[src/rtl/display_timing.sv]
// display_timing: raster timing generator for the dvi_encoder stages.
// A pixel counter (hcnt) and a line counter (vcnt) walk one frame. Each enabled
// cycle registers the decode of the current position, then the counters advance.
// Optional feature macro: DISPLAY_TIMING_PREFETCH_EN adds fetch/fetch_x/fetch_y,
// which show the position that will be presented on the next enabled cycle.
module display_timing #(
  parameter int H_ACTIVE = 640,
  parameter int H_FP     = 16,
  parameter int H_SYNC   = 96,
  parameter int H_BP     = 48,
  parameter int V_ACTIVE = 480,
  parameter int V_FP     = 10,
  parameter int V_SYNC   = 2,
  parameter int V_BP     = 33,
  parameter bit HS_POL   = 1'b0,
  parameter bit VS_POL   = 1'b0
) (
  input  logic        clk,
  input  logic        rst_n,
  input  logic        enable,
  output logic        active,
  output logic        hsync,
  output logic        vsync,
  output logic [1:0]  ctrl,
  output logic [11:0] x,
  output logic [11:0] y,
  output logic        new_line,
  output logic        new_frame
`ifdef DISPLAY_TIMING_PREFETCH_EN
  ,
  output logic        fetch,
  output logic [11:0] fetch_x,
  output logic [11:0] fetch_y
`endif
);

  localparam int H_TOTAL = H_ACTIVE + H_FP + H_SYNC + H_BP;
  localparam int V_TOTAL = V_ACTIVE + V_FP + V_SYNC + V_BP;

  // Counters are 12 bits wide, so neither total may exceed 4096.
  if (H_TOTAL > 4096 || V_TOTAL > 4096) begin : g_total_too_big
    $error("display_timing: H_TOTAL and V_TOTAL must both be <= 4096");
  end
  if (H_ACTIVE < 1 || H_FP < 1 || H_SYNC < 1 || H_BP < 1 ||
      V_ACTIVE < 1 || V_FP < 1 || V_SYNC < 1 || V_BP < 1) begin : g_phase_too_small
    $error("display_timing: every timing phase must be at least 1");
  end

  localparam logic [11:0] H_LAST     = 12'(H_TOTAL - 1);
  localparam logic [11:0] V_LAST     = 12'(V_TOTAL - 1);
  // Phase boundaries are 13 bits so an H_ACTIVE of up to 4096 still compares correctly.
  localparam logic [12:0] H_ACT_END  = 13'(H_ACTIVE);
  localparam logic [12:0] H_SYNC_BEG = 13'(H_ACTIVE + H_FP);
  localparam logic [12:0] H_SYNC_END = 13'(H_ACTIVE + H_FP + H_SYNC);
  localparam logic [12:0] V_ACT_END  = 13'(V_ACTIVE);
  localparam logic [12:0] V_SYNC_BEG = 13'(V_ACTIVE + V_FP);
  localparam logic [12:0] V_SYNC_END = 13'(V_ACTIVE + V_FP + V_SYNC);

  function automatic logic below(input logic [11:0] cnt, input logic [12:0] lim);
    return {1'b0, cnt} < lim;
  endfunction

  logic [11:0] hcnt;
  logic [11:0] vcnt;
  logic [11:0] hcnt_nxt;
  logic [11:0] vcnt_nxt;
  logic        cur_active;
  logic        cur_hsync;
  logic        cur_vsync;

  // Next-position arithmetic and decode of the current position.
  always_comb begin
    hcnt_nxt = hcnt + 12'd1;
    vcnt_nxt = vcnt;
    if (hcnt == H_LAST) begin
      hcnt_nxt = '0;
      vcnt_nxt = (vcnt == V_LAST) ? '0 : vcnt + 12'd1;
    end
    cur_active = below(hcnt, H_ACT_END) && below(vcnt, V_ACT_END);
    cur_hsync  = (!below(hcnt, H_SYNC_BEG) && below(hcnt, H_SYNC_END)) ? HS_POL : ~HS_POL;
    cur_vsync  = (!below(vcnt, V_SYNC_BEG) && below(vcnt, V_SYNC_END)) ? VS_POL : ~VS_POL;
  end

  // Position counters and registered timing outputs; pulses clear on stalled cycles.
  always_ff @(posedge clk or negedge rst_n) begin
    if (!rst_n) begin
      hcnt      <= '0;
      vcnt      <= '0;
      x         <= '0;
      y         <= '0;
      active    <= 1'b0;
      hsync     <= ~HS_POL;
      vsync     <= ~VS_POL;
      new_line  <= 1'b0;
      new_frame <= 1'b0;
    end else begin
      new_line  <= 1'b0;
      new_frame <= 1'b0;
      if (enable) begin
        x         <= hcnt;
        y         <= vcnt;
        active    <= cur_active;
        hsync     <= cur_hsync;
        vsync     <= cur_vsync;
        new_line  <= (hcnt == 12'd0);
        new_frame <= (hcnt == 12'd0) && (vcnt == 12'd0);
        hcnt      <= hcnt_nxt;
        vcnt      <= vcnt_nxt;
      end
    end
  end

  assign ctrl = {vsync, hsync};

`ifdef DISPLAY_TIMING_PREFETCH_EN
  logic nxt_active;

  // Visibility of the position the counters move to this cycle.
  always_comb begin
    nxt_active = below(hcnt_nxt, H_ACT_END) && below(vcnt_nxt, V_ACT_END);
  end

  // One-cycle lookahead for the pixel source, held on stalls like x/y.
  always_ff @(posedge clk or negedge rst_n) begin
    if (!rst_n) begin
      fetch   <= 1'b0;
      fetch_x <= '0;
      fetch_y <= '0;
    end else if (enable) begin
      fetch   <= nxt_active;
      fetch_x <= hcnt_nxt;
      fetch_y <= vcnt_nxt;
    end
  end
`endif

endmodule
[config.mk]
export PLATFORM = sky130hd
export DESIGN_NAME = display_timing
export DESIGN_NICKNAME = d
export VERILOG_FILES = /design/src/rtl/display_timing.sv
export SDC_FILE = /design/constraint.sdc
export NUM_CORES = 1
export LEC_CHECK = 0
export CORE_MARGIN = 2
export CORE_UTILIZATION = 55
export CTS_CLUSTER_DIAMETER = 50
export DETAILED_ROUTE_END_ITERATION = 16
export PLACE_DENSITY = 0.8
export SYNTH_ARGS = -nofsm -noshare
export SYNTH_HDL_FRONTEND = slang
export SYNTH_SLANG_ARGS = --single-unit
[constraint.sdc]
create_clock -name clk -period 2.5 [get_ports clk]
set_clock_uncertainty 0.2 [all_clocks]
set_input_delay 0.5 -clock clk [delete_from_list [all_inputs] [get_ports clk]]
set_output_delay 0.5 -clock clk [all_outputs]
set_load 0.05 [all_outputs]
==> metrics.yaml <==
placed_design:
  gp_congestion: 0.9180
  place.port_buffers: 33
  place_ws_ns: 0.1705
  dp_hpwl_um: 3541
setup_path:
  cp-startpoint: "hsync$_DFFE_PN1P_"
  cp_slowest_stage_delay_ns: 0.81
  crit_type: "flop to output port"
  rrSetupSlack_ns: 0.54
  critPathMaxFanout: 3
  r2r-start: "hcnt[0]$_DFFE_PN0P_"
  path_cells: "clkdlybuf4s50_1"
  cp.depth: 1
  r2r_cells: 5
  setup.worst_path.end: "hsync"
  endpoint_kind: "output port"
  slowest_stage: "clkdlybuf4s50_1"
  r2r-end: "hcnt[9]$_DFFE_PN0P_"
  critPathBufInv: 1
  start_kind: "flop"
  arrival_ns: 1.68
  path_delay_family: "buffers and inverters"
  cp.required_ns: 1.80
clock_network:
  cts-resized-gates: 0
  cts_setup_buffers: 0
  cts_sinks: 53
  clk_pin_slew_worst_paths_ns: 0.10
  cts_buffer_depth: 2
  htreeDepth: 2
  cts_root_buf: "clkbuf_8"
  clock_latency_ns: 0.31
  ctsHoldBuffers: 1
  numCtsBuffers: 5
  cts_tree: "yes"
cells_and_area:
  syn_to_final_growth_pct: 17.82
  diodes: 0
  final_core_util_pct: 68.40
  layout-drive-gt1-share_pct: 21.54
  nets: 266
detailed_routing:
  ant_nets: 0
  drcViolationCount: 0
  drt-initial-drc-count: 133
  drt-wirelength-per-cell_um: 16.76
  wl_um: 5230
  vias_per_cell: 5.949
  dr.pass1.iters: 4
  dr_total_vias: 1856
grt:
  grt_antenna_before_repair: 0
  grt_use_total_pct: 21.66
  grt_pass1_wl_um: 8707
  grt_pass1_vias: 1757
  grt_max_degree: 30
  grt_overflow: 0
synth:
  synth_top_family_by_area: "simple AND/OR/NAND/NOR gates"
  synth_cell_types: 44
  synth_cells: 225
  synth_simple_gate_area_share_pct: 18.41
  synthesis.area_mm2: 0.002562
  synth_mux_area_share_pct: 12.06
  yosysSeqAreaShare_pct: 51.86
  ys_ff_latch: 53
  ys_warn_count: 0
  synth_nets: 232
  synth-compound-area-share_pct: 7.324
  synth_area_per_cell_um2: 11.39
  synth-adder-area-share_pct: 1.953
  synthXorXnorAreaFrac_pct: 2.734
pwr:
  p_switching_mw: 0.6499
  p_leak_nw: 1.313
  pwr-share-comb_pct: 22.2
  switching_share_pct: 33.41
  power.density_mw_per_mm2: 644.2
  p_int_mw: 1.295
  clkPwrFrac_pct: 24.9
  irDropWorstVdd_mv: 0.5903
  pwr-share-seq_pct: 52.9
timing:
  fmax_ghz: 0.4201
  finalSetupViolCount: 0
  fin_crit_sh_pct: 95.21
  rsz0062_at_grt: "no"
  fin_crit_ns: 2.380
  holdWs_ns: 0.3122
  tightest_slew_ns: 0.5805
  hold_violations: 0
  slew-limit-headroom_pct: 61.30
  drv_slew: 0
  tns_ns: 0
  worst_slack_ns: 0.1197
floorplan:
  start_util_pct: 58.05
  num_rows: 24
  dieArea_mm2: 0.005221
  io_pins: 34
  chipHeight_um: 72.26
  core_mm2: 0.004414
  die_w_um: 72.26
job:
  maxCapViolCount: 0
min_path:
  hold_start: "y[11]$_DFFE_PN0P_"
  hold_class: "flop to flop"
run_status:
  outcome: "finished, final reports clean"
[layout by cell type, fill, tap and decap left out, types with 6 or more instances in the layout]
master,netlist,routed
nand3_1,15,15
and3_1,6,6
nand2_1,13,13
mux2_2,23,23
dfrtp_1,51,51
clkdlybuf4s50_1,0,32
inv_1,13,13
buf_4,4,6
nand4_1,9,9
[final cells by class]
type                       count  area, um2
clock buffer                   6      72.57
clock inverter                 2      15.01
fill                         342       1395
inverter                      13      48.80
multi-input combinational    145       1089
sequential                    53       1329
tap                           52      65.06
timing repair buffer          41      400.4
[state kept, by name, summed over array words and instances, names as in the netlist]
name       cells
active         1
y             12
vcnt          12
new_frame      1
hsync          1
new_line       1
vsync          1
hcnt          12
x             12
[cell usage after synthesis, drive strengths merged]
master	n	area (um2)
dfrtp	51	1276
mux2	23	259.0
nand3	15	75.07
inv	13	48.80
nand2	13	48.80
buf	12	88.83
a21oi	10	68.81
nand4	10	68.81
o21ai	8	40.03
and3	7	45.05
mux2i	5	50.05
nor2	5	18.77
nor3	5	30.03
nor4	5	50.05
o22ai	5	31.28
xor2	5	43.79
ha	4	50.05
and4	3	28.78
xnor2	3	26.28
a21o	2	15.01
and2	2	12.51
clkbuf	2	7.510
dfstp	2	52.55
nor2b	2	12.51
nor3b	2	25.02
or3	2	12.51
a22o	1	8.760
a31oi	1	6.260
and4bb	1	12.51
nand2b	1	6.260
nand4b	1	8.760
o31ai	1	7.510
o32a	1	10.01
or2	1	6.260
or4b	1	10.01
[how the worst min path moves through the flow]
stage	end	slack [ns]	cells after the start
2_1_floorplan	active$_DFFE_PN0P_	0.004	0
3_3_place_gp	x[0]$_DFFE_PN0P_	0.29	1
3_5_place_dp	y[3]$_DFFE_PN0P_	0.30	1
4_1_cts	vsync$_DFFE_PN1P_	0.32	2
5_1_grt	x[0]$_DFFE_PN0P_	0.33	1
6_report	y[11]$_DFFE_PN0P_	0.31	1
[cell families after synthesis]
family                     after synthesis
and+or+nand+nor                         76
DFF                                     53
AOI/OAI and AO/OA                       29
muxes                                   28
buffers and inverters                   27
xor gates and xnor gates                 8
adders and majority gates                4
[routing by layer]
layer | track usage (%) | wire length [um] | up-vias
met1 | 32.78 | 2563 | 917
li1 | - | - | 871
met4 | 7.757 | 61 | 0
met5 | 0 | 0 | -
met2 | 30.17 | 2313 | 62
met3 | 5.556 | 291 | 6
[per-stage QoR]
step	power (mW)	area, um2	instances
after floorplan	1.313	2562	225
after global placement	1.463	2922	303
after detailed placement	1.471	2922	303
after CTS	1.957	3019	312
after global routing	2.026	3019	312
final	1.945	3019	312
[power groups by stage]
stage          Sequential (mW)  Combinational [mW]  Clock [mW]
2_1_floorplan             1.16               0.155           0
3_3_place_gp              1.04               0.425           0
3_5_place_dp              1.04               0.427           0
4_1_cts                   1.03               0.434       0.494
5_1_grt                   1.04               0.458       0.524
6_report                  1.03               0.432       0.484
(Power assumes the default switching activity.)
